--- src/rtl/reg_store_seq_pkg.sv ---
// Shared definitions for the register-bank store (and future load) sequencers.
// Register i lives at flat[DATA_W*i +: DATA_W] in the packed register file.
package reg_store_seq_pkg;

  localparam int RS_DATA_W    = 32;
  localparam int RS_NUM_REGS  = 16;
  localparam int RS_ADDR_STEP = 4;
  localparam int RS_IDX_W     = 4;

  typedef enum logic [1:0] {
    ST_IDLE  = 2'd0,
    ST_WRITE = 2'd1,
    ST_DONE  = 2'd2
  } state_e;

  // Drop the lowest set bit of a register mask.
  function automatic logic [RS_NUM_REGS-1:0] clr_lowest(input logic [RS_NUM_REGS-1:0] m);
    return m & (m - 1'b1);
  endfunction

  // LSB position of register idx inside the packed register file.
  function automatic int reg_lsb(input int idx, input int w);
    return idx * w;
  endfunction

endpackage

--- src/rtl/reg_store_seq_lsb_priority_enc16.sv ---
// Lowest-set-bit priority encoder for a 16-bit register mask.
// valid_o is low for an empty mask, in which case idx_o is 0.
module lsb_priority_enc16 (
  input  logic [15:0] mask_i,
  output logic [3:0]  idx_o,
  output logic        valid_o
);

  always_comb begin
    idx_o   = '0;
    valid_o = 1'b0;
    // Scan downward so the lowest set bit is the last one to win.
    for (int i = 15; i >= 0; i--) begin
      if (mask_i[i]) begin
        idx_o   = 4'(i);
        valid_o = 1'b1;
      end
    end
  end

endmodule

--- src/rtl/reg_store_seq.sv ---
// Store-multiple sequencer: snapshots the register file and writes each
// selected register to consecutive addresses over a req/ack memory port.
module reg_store_seq
  import reg_store_seq_pkg::*;
#(
  parameter int DATA_W    = RS_DATA_W,
  parameter int NUM_REGS  = RS_NUM_REGS,
  parameter int ADDR_STEP = RS_ADDR_STEP
) (
  input  logic                       clk,
  input  logic                       reset,
  input  logic                       start,
  input  logic [NUM_REGS-1:0]        reg_mask,
  input  logic [31:0]                base_addr,
  input  logic [NUM_REGS*DATA_W-1:0] reg_flat,
  output logic [31:0]                mem_addr,
  output logic [DATA_W-1:0]          mem_wdata,
  output logic                       mem_write,
  input  logic                       mem_ack,
  output logic                       busy,
  output logic                       done,
  output logic [4:0]                 store_count
);

  state_e                      state_q;
  logic [NUM_REGS*DATA_W-1:0]  snap_q;
  logic [NUM_REGS-1:0]         rem_q;
  logic [31:0]                 addr_q;
  logic [31:0]                 mem_addr_q;
  logic [DATA_W-1:0]           mem_wdata_q;
  logic                        mem_write_q;
  logic                        busy_q;
  logic                        done_q;
  logic [4:0]                  store_count_q;

  logic [NUM_REGS-1:0]         rem_d;
  logic [31:0]                 addr_d;
  logic [NUM_REGS-1:0]         enc_mask;
  logic [NUM_REGS*DATA_W-1:0]  enc_src;
  logic [RS_IDX_W-1:0]         enc_idx;
  logic                        enc_valid;

  function automatic logic [DATA_W-1:0] reg_slice(input logic [NUM_REGS*DATA_W-1:0] flat,
                                                  input logic [RS_IDX_W-1:0] idx);
    return flat[reg_lsb(int'(idx), DATA_W) +: DATA_W];
  endfunction

  assign rem_d  = clr_lowest(rem_q);
  assign addr_d = addr_q + 32'(ADDR_STEP);

  // One encoder serves both the first register (from the live inputs in IDLE)
  // and the next register after an ack (from the snapshot in WRITE), so every
  // output can be registered without a bubble between writes.
  always_comb begin
    enc_mask = rem_d;
    enc_src  = snap_q;
    if (state_q == ST_IDLE) begin
      enc_mask = reg_mask;
      enc_src  = reg_flat;
    end
  end

  lsb_priority_enc16 u_enc (
    .mask_i  (enc_mask),
    .idx_o   (enc_idx),
    .valid_o (enc_valid)
  );

  always_ff @(posedge clk) begin
    if (reset) begin
      state_q       <= ST_IDLE;
      snap_q        <= '0;
      rem_q         <= '0;
      addr_q        <= '0;
      mem_addr_q    <= '0;
      mem_wdata_q   <= '0;
      mem_write_q   <= 1'b0;
      busy_q        <= 1'b0;
      done_q        <= 1'b0;
      store_count_q <= '0;
    end else begin
      case (state_q)
        ST_IDLE: begin
          mem_write_q <= 1'b0;
          done_q      <= 1'b0;
          if (start) begin
            store_count_q <= '0;
            busy_q        <= 1'b1;
            if (enc_valid) begin
              snap_q      <= reg_flat;
              rem_q       <= reg_mask;
              addr_q      <= base_addr;
              mem_addr_q  <= base_addr;
              mem_wdata_q <= reg_slice(enc_src, enc_idx);
              mem_write_q <= 1'b1;
              state_q     <= ST_WRITE;
            end else begin
              done_q  <= 1'b1;
              state_q <= ST_DONE;
            end
          end
        end

        ST_WRITE: begin
          if (mem_ack) begin
            rem_q         <= rem_d;
            addr_q        <= addr_d;
            store_count_q <= store_count_q + 5'd1;
            if (!enc_valid) begin
              mem_write_q <= 1'b0;
              done_q      <= 1'b1;
              state_q     <= ST_DONE;
            end else begin
              mem_addr_q  <= addr_d;
              mem_wdata_q <= reg_slice(enc_src, enc_idx);
            end
          end
        end

        ST_DONE: begin
          done_q      <= 1'b0;
          busy_q      <= 1'b0;
          mem_write_q <= 1'b0;
          state_q     <= ST_IDLE;
        end

        default: begin
          mem_write_q <= 1'b0;
          done_q      <= 1'b0;
          busy_q      <= 1'b0;
          state_q     <= ST_IDLE;
        end
      endcase
    end
  end

  assign mem_addr    = mem_addr_q;
  assign mem_wdata   = mem_wdata_q;
  assign mem_write   = mem_write_q;
  assign busy        = busy_q;
  assign done        = done_q;
  assign store_count = store_count_q;

endmodule

--- config.mk ---
export PLATFORM = sky130hd
export DESIGN_NAME = reg_store_seq
export DESIGN_NICKNAME = d
export VERILOG_FILES = /design/src/rtl/reg_store_seq_pkg.sv /design/src/rtl/reg_store_seq_lsb_priority_enc16.sv /design/src/rtl/reg_store_seq.sv
export SDC_FILE = /design/constraint.sdc
export NUM_CORES = 2
export LEC_CHECK = 0
export BUFFER_PORTS_ARGS = -buffer_cell sky130_fd_sc_hd__buf_2
export CAP_MARGIN = 20
export CORE_MARGIN = 1
export CORE_UTILIZATION = 40
export CTS_CLUSTER_DIAMETER = 30
export DETAILED_ROUTE_END_ITERATION = 10
export PLACE_DENSITY_LB_ADDON = 0.15
export RECOVER_POWER = 25
export SETUP_SLACK_MARGIN = 0.5
export SLEW_MARGIN = 10
export SYNTH_ARGS = -nofsm -noshare
export SYNTH_HDL_FRONTEND = slang
export SYNTH_SLANG_ARGS = --single-unit
--- constraint.sdc ---
create_clock -name clk -period 3.4 [get_ports clk]
set_input_delay 0.17 -clock clk [delete_from_list [all_inputs] [get_ports clk]]
set_output_delay 0.17 -clock clk [all_outputs]
set_load 0.02 [all_outputs]
==> impl_results.md <==
* Fraction of layout cells with a size suffix above 1 at 38.5%
* Register area share after synthesis at 40.3%
* Fill cells at 5202
* M2 GR Usage at 61.5%
* Number of detailed-route iterations in the first pass at 6
* DIE HEIGHT at 283 um
* Critical path data required time at 4.01 ns
* Commonest cells after routing, fill and taps aside: nand2_1 (950), dfxtp_1 (632), buf_2 (604), a21oi_1 (564), dlygate4sd3_1 (563)
* Most common cell after layout, fill and taps aside: nand2_1
* Area leader, netlist: dfxtp_1
* IO Pins at 636
* Htree depth at 4
* Final core occ at 73.0%
* CTS Buf Count at 159
* WS Path Type: flip-flop to flip-flop
* Largest net degree at the start of global routing at 209
* Yosys top cell area share at 40.3%
* Post-synth EDFFs at 0
* Post-route design area at 56700 sq um
* RD Place Congestion at 0.955
* Outcome: finished with violations
* Vias post-DR at 38900
* Synth top area cells: dfxtp_1 (40%), nand2_1 (15%), a21oi_1 (11%)
* Fmax at 259 MHz
* Hold Path Class: input pin to flip-flop
* Layout Nets at 6057
* Synth-to-Final Area Change at 80.1%
* CP Data Arrival Time at 4.47 ns
* Initial antenna violation count at 19
* Pre-CTS setup slack at -0.873 ns
* Detailed Place HPWL at 93500 um
* Port bufs at 635
* Pwr Total at 35.0 mW
* Placeable Area at 77700 sq um
* Minimum clock period at 3.87 ns
* Wire length per cell at 24.9 um
* Starting DRT DRC Count at 4064
* Async SR Flop Fraction at 0%
* Worst VDD drop at 0.000484 V
* Worst-path clk slew at 0.05 ns
* Syn avg cell area at 8.00 sq um
* Worst setup EP type: flip-flop
* Setup violations, final at 135
* DRT antenna net count at 0
* P_leak at 23.8 nW
* Die area at 79800 sq um
* Maximum clock path buffer count at 3
* Clk Latency, worst-skew pair at 0.75 ns
* Startpoint types: flip-flop
* Hold Vio Cnt, Final at 0
* # DRC at 0
* Number of clock sinks at 634
* Cell Rows at 102
* Root buf cell: clkbuf_16
* Netlist cell types at 64
* First-pass GRT wire length at 228000 um
* Total grt overflow at 0
* GRT Resource Usage Total at 38.0%
* Initial Util at 40.5%
* Synth Register Bits at 634
* DRT Wirelength at 167000 um
* Synth Instances at 3933
* Yosys Warn Count at 0
* Slew Viols, Final at 0
* Actual slew at the worst max-slew pin at 1.33 ns
* Via/cell ratio at 5.82
* Failing checks: setup timing
* GR peak layer: met2
* Pwr/cell area at 616 nW/um^2
* Post-Syn Area at 31500 sq um
* GR Util met1 at 44.1%
* Max-cap viol count at 0
* Crit-path max FO at 7
* Synth Flop Type: dfxtp_1
* PnR worst setup slack at -0.467 ns
* Syn_nets at 4499
* Post-DP Area at 38300 sq um
* Number of global-route vias before repair at 37500
* Unrepaired setup endpoints after global routing: true
* Fin crit share at 114%
* Die Width at 283 um
* TritonCTS clock tree: done
* Slew HR at 11.4%
* Worst clock skew at 0.0406 ns
* GR Util met3 at 9.46%
-- final timing paths --
kind / startpoint / endpoint / slack (ns) / depth (start not counted)
hold reg to reg: snap_q[219]$_SDFFE_PP0P_ / snap_q[219]$_SDFFE_PP0P_ / 0.45 / 2
setup reg to reg: rem_q[4]$_SDFFE_PP0P_ / mem_wdata[17]$_SDFFE_PP0P_ / -0.47 / 16
setup / recovery: rem_q[4]$_SDFFE_PP0P_ / mem_wdata[17]$_SDFFE_PP0P_ / -0.47 / 16
hold / removal: reg_flat[308] / snap_q[308]$_SDFFE_PP0P_ / 0.24 / 4
-- through the flow --
step                      hold slack, ns  instances  TNS (ns)
after detailed placement           0.427       5577     -9.63
after floorplan                    0.297       3933         0
after CTS                          0.194       6600     -3.58
final                              0.235       6688     -6.63
after global routing               0.228       6671    -51.40
after global placement             0.423       5577     -7.58
-- logic make-up after synthesis --
group	Yosys count	share of synthesized area [%]
xor+xnor	33	0.918
buf+inv	343	5.05
mux	390	16.4
flops	634	40.3
simple gates	1541	19.3
compound gates	990	17.9
fa+ha+maj	2	0.0795
-- sequential cells by signal (all words and copies together) (netlist names) --
name	flops
done	1
mem_addr	32
mem_wdata	32
busy	1
addr_q	32
state_q	2
rem_q	16
store_count	5
snap_q	512
mem_write	1
-- report_power, final --
group | switching (mW) | total [mW] | internal (mW)
combinational | 5.01 | 10.2 | 5.21
sequential | 0.534 | 8.61 | 8.08
clock | 5.04 | 16.1 | 11.1
-- what timing repair did --
item                                    in CTS  in global routing
gates cloned                                80                 36
endpoints found under the hold margin      630                  0
hold buffers                               563                  0
pin swaps                                  162                124
buffers inserted                            86                 28
endpoints found under the setup margin     625                628
resized for setup                          374                334
-- synth_stat cells, drive strengths merged, types with 2 or more instances --
library cell     n
and2             2
a211o           30
a22o            31
ha               2
a211oi          15
nand4            4
o2bb2ai          2
a311oi           2
and3             7
a31oi            5
inv             11
nor2b            6
buf            192
a21oi          685
xnor2           15
o221ai           4
o21ai           84
nand3           25
o2111ai         28
o31ai            2
or2              5
nand2b           3
a21o             6
o211ai           6
o41ai            2
or3              2
nor2           125
a22oi           14
clkbuf         140
mux4            95
or4              7
nor4            44
mux2            64
mux2i          231
xor2            18
o22ai           66
dfxtp          634
nand2         1291
nor3            15
and4             2
-- worst max-delay path, stage by stage (launching register included) --
cell and delay (ns):
dfxtp_2 0.31, or4_4 0.52, buf_6 0.15, buf_12 0.12
a2111oi_4 0.33, a211oi_4 0.09, nor2_2 0.16, a31o_4 0.22
buf_12 0.16, buf_16 0.15, buf_12 0.11, buf_16 0.11
mux2i_1 0.46, o22ai_1 0.24, nor4_4 0.32, buf_4 0.22
o2111ai_2 0.08
-- layout make-up --
cell class | instances | area [sq um] | share of cell area [%]
Antenna cell | 24 | 60.1 | 0.106
Clock buffer | 206 | 4440 | 7.82
Clock inverter | 88 | 1280 | 2.26
Inverter | 11 | 41.3 | 0.0728
Multi-Input combinational cell | 2959 | 19900 | 35.0
Sequential cell | 634 | 12700 | 22.4
Tap cell | 1040 | 1300 | 2.29
Timing Repair Buffer | 1726 | 17000 | 30.0
-- routing by layer --
| layer | wire (um) | up-vias |
|---|---|---|
| met5 | 76 | - |
| met2 | 77100 | 2662 |
| met1 | 59700 | 18500 |
| li1 | - | 17000 |
| met3 | 16500 | 828 |
| met4 | 13400 | 12 |
(Power assumes the default switching activity.)
